==> config.mk <==
export PLATFORM = sky130hd
export DESIGN_NAME = cpu_sequencer_flat
export DESIGN_NICKNAME = d
export VERILOG_FILES = /design/src/rtl/cpu_sequencer_pkg.sv /design/src/rtl/cpu_sequencer_if.sv /design/src/rtl/cpu_sequencer_pc_unit.sv /design/src/rtl/cpu_sequencer.sv /design/src/flat_wrapper.sv
export SDC_FILE = /design/constraint.sdc
export NUM_CORES = 1
export LEC_CHECK = 0
export CORE_MARGIN = 2
export CORE_UTILIZATION = 38
export CTS_CLUSTER_DIAMETER = 40
export DETAILED_ROUTE_END_ITERATION = 6
export GPL_ROUTABILITY_DRIVEN = 0
export HOLD_SLACK_MARGIN = 0.1
export PLACE_DENSITY_LB_ADDON = 0.08
export SYNTH_ARGS = -nofsm -noshare
export SYNTH_HDL_FRONTEND = slang
export SYNTH_SLANG_ARGS = --single-unit
==> constraint.sdc <==
create_clock -name clk -period 2.5 [get_ports clk]
set_input_delay 0.375 -clock clk [delete_from_list [all_inputs] [get_ports clk]]
set_output_delay 0.375 -clock clk [all_outputs]
set_load 0.01 [all_outputs]
==> src/rtl/cpu_sequencer_pkg.sv <==
// toycpu shared types: sequencer states, opcodes, next-PC selects.
// Imported by the sequencer, its PC unit, and the bench's decoder model.
package toycpu_pkg;

  typedef enum logic [2:0] {
    FETCH,
    EXEC,
    MEM,
    WB,
    HALTED
  } state_e;

  localparam logic [2:0] OP_ALU  = 3'b000;
  localparam logic [2:0] OP_LDI  = 3'b001;
  localparam logic [2:0] OP_LDR  = 3'b011;
  localparam logic [2:0] OP_ST   = 3'b101;
  localparam logic [2:0] OP_BR   = 3'b110;
  localparam logic [2:0] OP_HALT = 3'b111;

  localparam logic [1:0] NEXTPC_SEQ = 2'b00;
  localparam logic [1:0] NEXTPC_BR  = 2'b01;

  function automatic logic needs_mem(
    input logic ld,
    input logic st
  );
    return ld | st;
  endfunction

endpackage

==> src/rtl/cpu_sequencer_if.sv <==
// Unified memory port: one request at a time,
// held until ack; ack may arrive in the request cycle.
interface cpu_sequencer_if;
  logic        mem_req;
  logic        mem_we;
  logic [15:0] mem_addr;
  logic [15:0] mem_wdata;
  logic [15:0] mem_rdata;
  logic        mem_ack;

  modport master (
    output mem_req,
    output mem_we,
    output mem_addr,
    output mem_wdata,
    input  mem_rdata,
    input  mem_ack
  );

  modport slave (
    input  mem_req,
    input  mem_we,
    input  mem_addr,
    input  mem_wdata,
    output mem_rdata,
    output mem_ack
  );
endinterface

==> src/rtl/cpu_sequencer_pc_unit.sv <==
// Program counter: reset load, sequential step with
// 16-bit wrap, or branch target.
module pc_unit
  import toycpu_pkg::*;
#(
  parameter logic [15:0] RESET_PC = 16'h0000
) (
  input  logic        clk,
  input  logic        reset,
  input  logic        adv_i,
  input  logic [1:0]  sel_i,
  input  logic [15:0] target_i,
  output logic [15:0] pc_o
);

  logic [15:0] pc_q;
  logic [15:0] pc_d;

  always_comb begin
    pc_d = pc_q;
    if (adv_i) begin
      if (sel_i == NEXTPC_BR) pc_d = target_i;
      else                    pc_d = pc_q + 16'd1;
    end
  end

  always_ff @(posedge clk) begin
    if (reset) pc_q <= RESET_PC;
    else       pc_q <= pc_d;
  end

  assign pc_o = pc_q;

endmodule

==> src/rtl/cpu_sequencer.sv <==
// Multi-cycle fetch/exec/mem/wb sequencer for toycpu; sole
// arbiter of the unified memory port.
module cpu_sequencer
  import toycpu_pkg::*;
#(
  parameter logic [15:0] RESET_PC = 16'h0000
) (
  input  logic        clk,
  input  logic        reset,
  output logic [15:0] ir,
  output logic [15:0] pc,
  input  logic [1:0]  dec_next_pc_sel,
  input  logic        dec_halt,
  input  logic        dec_reg_we,
  input  logic        dec_reg_src_mem,
  input  logic        dec_imm,
  input  logic        dec_mem_we,
  input  logic        dec_daddr_sel,
  input  logic [15:0] dec_addr,
  input  logic [15:0] rf_addr,
  input  logic [15:0] rf_store_data,
  output logic        rf_we,
  output logic        flags_we,
  output logic [15:0] ld_data,
  cpu_sequencer_if.master bus,
  output logic        halted,
  output logic [31:0] retired
);

  state_e      state_q, state_d;
  logic [15:0] ir_q, ir_d;
  logic [15:0] ld_q, ld_d;
  logic [31:0] ret_q, ret_d;
  logic        pc_adv;

  pc_unit #(.RESET_PC(RESET_PC)) u_pc (
    .clk      (clk),
    .reset    (reset),
    .adv_i    (pc_adv),
    .sel_i    (dec_next_pc_sel),
    .target_i (dec_addr),
    .pc_o     (pc)
  );

  always_comb begin
    state_d       = state_q;
    ir_d          = ir_q;
    ld_d          = ld_q;
    ret_d         = ret_q;
    pc_adv        = 1'b0;
    rf_we         = 1'b0;
    flags_we      = 1'b0;
    bus.mem_req   = 1'b0;
    bus.mem_we    = 1'b0;
    bus.mem_addr  = pc;
    bus.mem_wdata = 16'h0000;
    unique case (state_q)
      FETCH: begin
        bus.mem_req = 1'b1;
        if (bus.mem_ack) begin
          ir_d    = bus.mem_rdata;
          state_d = EXEC;
        end
      end
      EXEC: begin
        if (dec_halt) begin
          state_d = HALTED;
        end else begin
          pc_adv = 1'b1;
          if (needs_mem(dec_reg_src_mem, dec_mem_we)) begin
            state_d = MEM;
          end else begin
            rf_we    = dec_reg_we;
            flags_we = dec_reg_we & ~dec_imm;
            ret_d    = ret_q + 32'd1;
            state_d  = FETCH;
          end
        end
      end
      MEM: begin
        bus.mem_req   = 1'b1;
        bus.mem_we    = dec_mem_we;
        bus.mem_wdata = rf_store_data;
        bus.mem_addr  = dec_daddr_sel ? rf_addr : dec_addr;
        if (bus.mem_ack) begin
          if (dec_mem_we) begin
            ret_d   = ret_q + 32'd1;
            state_d = FETCH;
          end else begin
            ld_d    = bus.mem_rdata;
            state_d = WB;
          end
        end
      end
      WB: begin
        rf_we   = 1'b1;
        ret_d   = ret_q + 32'd1;
        state_d = FETCH;
      end
      HALTED: begin
        state_d = HALTED;
      end
      default: begin
        state_d = FETCH;
      end
    endcase
    // Reset held: the port stays idle until the first post-reset cycle.
    if (reset) begin
      rf_we       = 1'b0;
      flags_we    = 1'b0;
      bus.mem_req = 1'b0;
    end
  end

  always_ff @(posedge clk) begin
    if (reset) begin
      state_q <= FETCH;
      ir_q    <= 16'h0000;
      ld_q    <= 16'h0000;
      ret_q   <= 32'd0;
    end else begin
      state_q <= state_d;
      ir_q    <= ir_d;
      ld_q    <= ld_d;
      ret_q   <= ret_d;
    end
  end

  assign ir      = ir_q;
  assign ld_data = ld_q;
  assign retired = ret_q;
  assign halted  = (state_q == HALTED);

endmodule
==> src/flat_wrapper.sv <==
// flat-port wrapper written by rule: the top's interface ports become plain ports
module cpu_sequencer_flat import toycpu_pkg::*;
#(
  parameter logic [15:0] RESET_PC = 16'h0000
)
  (clk, reset, ir, pc, dec_next_pc_sel, dec_halt, dec_reg_we, dec_reg_src_mem, dec_imm, dec_mem_we, dec_daddr_sel, dec_addr, rf_addr, rf_store_data, rf_we, flags_we, ld_data, halted, retired, bus_mem_req, bus_mem_we, bus_mem_addr, bus_mem_wdata, bus_mem_rdata, bus_mem_ack);
  cpu_sequencer_if bus_i ();
  input  logic clk;
  input  logic reset;
  output logic [15:0] ir;
  output logic [15:0] pc;
  input  logic [1:0] dec_next_pc_sel;
  input  logic dec_halt;
  input  logic dec_reg_we;
  input  logic dec_reg_src_mem;
  input  logic dec_imm;
  input  logic dec_mem_we;
  input  logic dec_daddr_sel;
  input  logic [15:0] dec_addr;
  input  logic [15:0] rf_addr;
  input  logic [15:0] rf_store_data;
  output logic rf_we;
  output logic flags_we;
  output logic [15:0] ld_data;
  output logic halted;
  output logic [31:0] retired;
  output wire logic [$bits(bus_i.mem_req)-1:0] bus_mem_req;
  output wire logic [$bits(bus_i.mem_we)-1:0] bus_mem_we;
  output wire logic [$bits(bus_i.mem_addr)-1:0] bus_mem_addr;
  output wire logic [$bits(bus_i.mem_wdata)-1:0] bus_mem_wdata;
  input wire logic [$bits(bus_i.mem_rdata)-1:0] bus_mem_rdata;
  input wire logic [$bits(bus_i.mem_ack)-1:0] bus_mem_ack;
  assign bus_mem_req = bus_i.mem_req;
  assign bus_mem_we = bus_i.mem_we;
  assign bus_mem_addr = bus_i.mem_addr;
  assign bus_mem_wdata = bus_i.mem_wdata;
  assign bus_i.mem_rdata = bus_mem_rdata;
  assign bus_i.mem_ack = bus_mem_ack;
  cpu_sequencer #(.RESET_PC(RESET_PC)) u_core (.clk(clk), .reset(reset), .ir(ir), .pc(pc), .dec_next_pc_sel(dec_next_pc_sel), .dec_halt(dec_halt), .dec_reg_we(dec_reg_we), .dec_reg_src_mem(dec_reg_src_mem), .dec_imm(dec_imm), .dec_mem_we(dec_mem_we), .dec_daddr_sel(dec_daddr_sel), .dec_addr(dec_addr), .rf_addr(rf_addr), .rf_store_data(rf_store_data), .rf_we(rf_we), .flags_we(flags_we), .ld_data(ld_data), .bus(bus_i), .halted(halted), .retired(retired));
endmodule
Word-level counts from Yosys, hierarchy flattened
Index checks and enable logic that the tools add are counted. Widths: inputs -> output; s select.

Flip-flop bits (word level): 83.

Mux-type cells: 28. Reductions and logical operators: 7. Bitwise logic cells: 4. $add $sub $neg: 2. Equality and inequality tests: 10.

Operators with widths (count): $mux 32 (4); $pmux 32 s3 (1); $mux 16 (4); $add 32x1->32 const B (1); $add 16x1->16 const B (1); $mux 1 (12); $pmux 3 s4 (1); $ne 2x2->1 const B (5); $mux 3 (3); $eq 3x2->1 const B (2); $reduce_and 5->1 (1); $mux 2 (2); $reduce_and 2->1 (2); $eq 3x1->1 const B (1); $eq 3x3->1 const B (1); $logic_not 3->1 (1); $reduce_and 3->1 (1); $reduce_bool 3->1 (1); $eq 2x1->1 const B (1); $not 1->1 (2); $pmux 1 s2 (1); $reduce_or 2->1 (1); $and 1x1->1 (1); $or 1x1->1 (1).

Longest topological paths before layout
Gate-level depths: netlist of the first run.

Depth in word-level cells: 6. Mapped depth: 8. Depth with buffers taken out: 6.

By module
From an unflattened synthesis of the first run, not the netlist that was laid out.

Cell total of the unflattened synthesis: 565. Area total of the unflattened synthesis: 4395.5 um2.

Modules (own cells, without submodules): cpu_sequencer (area each 3349.5 um2, cells each 429, instances 1); pc_unit (area each 1046.0 um2, cells each 136, instances 1).

Worst setup path before layout of the first run
No wires, ideal clock.

Path type: input -> register. Start point: in dec_mem_we. End point: reg u_core.ret_q[27] (netlist: u_core.retired[27]). Arrival: 2252 ps. Stages on the path: 5. Path slack: 178 ps. Cells stage by stage: or4b_1 -> a221o_1 -> or3_1 -> or4_1 -> a21oi_1.

Word-level cells in the longest chain between the ends: 3. Elaborated cells on any way between the ends: 4. Those cells by class: 2 x eq/ne; 1 x bitwise; 1 x reduce/logical.

Ends and longest elaborated chain: from (decl) (line flat_wrapper.sv:17) `input logic dec_mem_we;`; $or 1x1->1 (line cpu_sequencer_pkg.sv:27) `return ld | st;`; $ne 2x2->1 (no source line); $reduce_and 5->1 (no source line) *; to (signal assigned) (line cpu_sequencer.sv:125) `ret_q <= ret_d;`; to (decl) (line cpu_sequencer.sv:33) `logic [31:0] ret_q, ret_d;`.

Mark *: on every way between the ends. The rest lies on a longest branch, timed or not. A chain may end at the register's enable or synchronous reset.

Worst setup path in the final report of the first run
Start point: in dec_mem_we. End point: reg u_core.ret_q[16] (netlist: u_core.retired[16]).

Same word-level chain as after synthesis.

==> impl_metrics.csv, run 1 <==
group,metric,value,unit
worst_setup_path,critPathRequiredTime,2.76,ns
clock_network,cts_max_level,3,
timing,grt_setup_unrepaired,"yes",
finish,layout-drive-gt1-share,0.0682,
yosys,netlist_area,4290,µm²
grt,grt_max_degree,50,
min_path,hp-class,"in -> reg",
yosys,yosysMostFrequentCell,"nand2_1",
yosys,synthArstFlopShare,0,
timing,relSlewSlack,0.592,
worst_setup_path,rrSetupSlack,0.22,ns
power_and_ir_drop,swShare,0.241,
drt,first_iter_violations,151,
power_and_ir_drop,ir_drop,0.000333,V
drt,antenna_left,0,
power_and_ir_drop,p_total,3.16,mW
place,pre_cts_ws,-0.393,ns
power_and_ir_drop,p_comb_frac,0.143,
clock_network,cts_root_buf,"clkbuf_16",
finish,fin_cells,902,
worst_setup_path,endpoint_kind,"register",
grt,grt_pass1_wl,21300,µm
place,dp_hpwl,9810,µm
die,core_area,10900,µm²
yosys,yosys-top-cells-area,"dfxtp_1 (39%), a21oi_1 (8.4%), nand2_1 (7.6%), nor2_1 (5.7%), xnor2_1 (4.7%)",
finish,area_growth,58.7,%
timing,hold-worst-slack,0.427,ns
clock_network,cts_tree,"built",
die,die-area,12100,µm²
power_and_ir_drop,pwr-share-seq,0.436,
timing,max_freq,0.409,GHz
worst_setup_path,crit_slowest_cell,"or4b_4",
worst_setup_path,critPathMostFrequentCell,"or3_4",
yosys,yosysTopAreaCell,"dfxtp_1",
yosys,ys_types,45,
die,ioPinCount,192,
power_and_ir_drop,p_int,2.40,mW
worst_setup_path,arrival,2.71,ns
finish,diodes,0,
run,max-cap-violations,0,
drt,wl_per_cell,15.0,µm
yosys,yosys_warnings,0,
clock_network,clock_latency,0.34,ns
timing,finalClockSkew,0.00729,ns
grt,antenna_found_initial,0,
timing,finalHoldViolCount,0,
power_and_ir_drop,p_leak,2.41,nW
worst_setup_path,worstPathCellList,"clkdlybuf4s50_1 -> or4b_4 -> a221o_1 -> buf_6 -> or3_4 -> or3_4 -> a21oi_2",
drt,drt_pass1_iterations,5,
drt,drc,0,
timing,min_period,2.45,ns
timing,setup_viol_count_final,0,
yosys,synth.ff_latch_count,83,
clock_network,clock_path_buffers,2,
yosys,synth_edf_count,0,
finish,final_area,6800,µm²
power_and_ir_drop,switchingPower,0.760,mW
die,start_util,0.392,
die,die_h,110,µm
drt,via_count,4753,
yosys,avgSynthCellArea,7.48,µm²
yosys,synth-main-ff-cell,"dfxtp_1",
yosys,yosysTopAreaCellShare,0.388,
clock_network,cts_buffers,9,
worst_setup_path,cp_max_fo,4,
die,die_w,110,µm
timing,setup_slack,0.0547,ns
timing,slew_viol_final,0,
drt,viasPerCell,5.27,
finish,seqCellArea,1660,µm²
place,postPlaceCellArea,6420,µm²
worst_setup_path,critical_path.max_stage_delay,0.48,ns
yosys,synth_nets,650,
grt,overflow,0,
yosys,yosys-top-cells-count,"nand2_1 (87), dfxtp_1 (83), a21oi_1 (72)",
drt,totalWireLength,13500,µm
finish,fillers,1003,
worst_setup_path,crit_type,"in -> reg",
worst_setup_path,startpoint_type,"primary input",
yosys,yosysSeqAreaShare,0.388,
yosys,synthCells,573,
timing,worst_pin_slew,0.610,ns
status,status,"finished clean",
clock_network,clk_pin_slew,0.06,ns
power_and_ir_drop,powerDensity,464,nW/µm²
timing,setup_tns,0,ns
power_and_ir_drop,pwr-share-clk,0.421,
finish,multi_input_area,2500,µm²
worst_setup_path,rr_worst_depth,6,
finish,nets,835,
place,dp_cells,886,
clock_network,clock_sinks,83,
finish,fin_util,0.622,
timing,period_share,0.978,
grt,grt_pass1_vias,4631,
grt,grt_usage,0.220,
min_path,hold_path_depth,3,
die,rows,38,
place,portBuffers,191,
## per-layer routing
metal	vias to the layer above	track usage	part of all wire
met1	2220	0.261	0.42
met3	11	0.0623	0.075
li1	2389	-	-
met5	-	0	0
met4	0	0.0634	0.011
met2	133	0.387	0.49
## cell type report
class	count	area share
multi-input combinational	437	0.368
timing repair buffer	216	0.313
sequential	83	0.244
clock buffer	11	0.0357
tap	140	0.0258
clock inverter	4	0.00754
inverter	11	0.00607
## layout by cell type (no fill, tap or decap), drive strengths merged, types with 2 or more instances in the layout
master and instances:
a211oi 4, a21oi 72, a22oi 2, a311oi 2
a31oi 3, and2 5, and3 27, and4 7
buf 26, clkbuf 11, clkdlybuf4s50 188, clkinv 2
dfxtp 83, dlymetal6s2s 2, ha 2, inv 11
mux2i 19, nand2 87, nand2b 4, nand3 18
nand3b 2, nand4 13, nor2 65, nor2b 2
nor3 18, nor4 15, o21ai 15, o22ai 3
o31ai 2, o41ai 3, or3 8, or4 3
xnor2 23
## worst paths after layout
| kind | to | from |
|---|---|---|
| worst min-delay path | u_core.state_q[0]$_SDFFE_PP0P_ | reset |
| worst min register to register | u_core.ld_data[8]$_SDFFE_PP0P_ | u_core.ld_data[8]$_SDFFE_PP0P_ |
| worst max register to register | u_core.retired[16]$_SDFFE_PP0P_ | u_core.state_q[0]$_SDFFE_PP0P_ |
| worst max-delay path | u_core.retired[16]$_SDFFE_PP0P_ | dec_mem_we |
## kinds of logic (layout without fill, tap and decap cells)
| kind of cell | after synthesis | in the layout | synth area share |
|---|---|---|---|
| AOI/OAI and AO/OA | 115 | 115 | 0.153 |
| xor gates and xnor gates | 24 | 24 | 0.0490 |
| adders and majority gates | 2 | 2 | 0.00584 |
| buffers and inverters | 53 | 242 | 0.0479 |
| DFF | 83 | 83 | 0.388 |
| muxes | 19 | 19 | 0.0444 |
| and+or+nand+nor | 277 | 277 | 0.313 |
## timing repair
item,4_1_cts,5_1_grt
setup endpoints to repair,2,25
hold buffers,0,0
pin swaps,2,4
resized for setup,0,15
buffers inserted,1,0
## state kept, by name (all words and copies together), names as in the netlist
name              count
u_core.ir            16
u_core.ld_data       16
u_core.retired       32
u_core.state_q        3
u_core.u_pc.pc_o     16
## power groups by stage
| stage | Sequential (mW) | Combinational (mW) | Clock, mW |
|---|---|---|---|
| after detailed placement | 1.41 | 0.450 | 0 |
| after CTS | 1.38 | 0.453 | 1.36 |
| after floorplan | 1.41 | 0.170 | 0 |
| after global routing | 1.38 | 0.492 | 1.40 |
| after global placement | 1.40 | 0.443 | 0 |
| final | 1.38 | 0.452 | 1.33 |
## critical path: cells and delay by family
kind	cells	cell delay [ns]
simple gates	3	1.21
buf+inv	2	0.57
compound gates	2	0.55
Note: power is estimated with default switching activity, not from simulation.
==> inputs of run 2 (changes only) <==
--- a/config.mk
+++ b/config.mk
@@ -8,6 +8,7 @@
 export CORE_MARGIN = 2
 export CORE_UTILIZATION = 38
 export CTS_CLUSTER_DIAMETER = 40
+export CTS_CLUSTER_SIZE = 14
 export DETAILED_ROUTE_END_ITERATION = 6
 export GPL_ROUTABILITY_DRIVEN = 0
 export HOLD_SLACK_MARGIN = 0.1
==> results of run 2 <==
No change in the layout: final DEF, timing and power equal those of run 1.
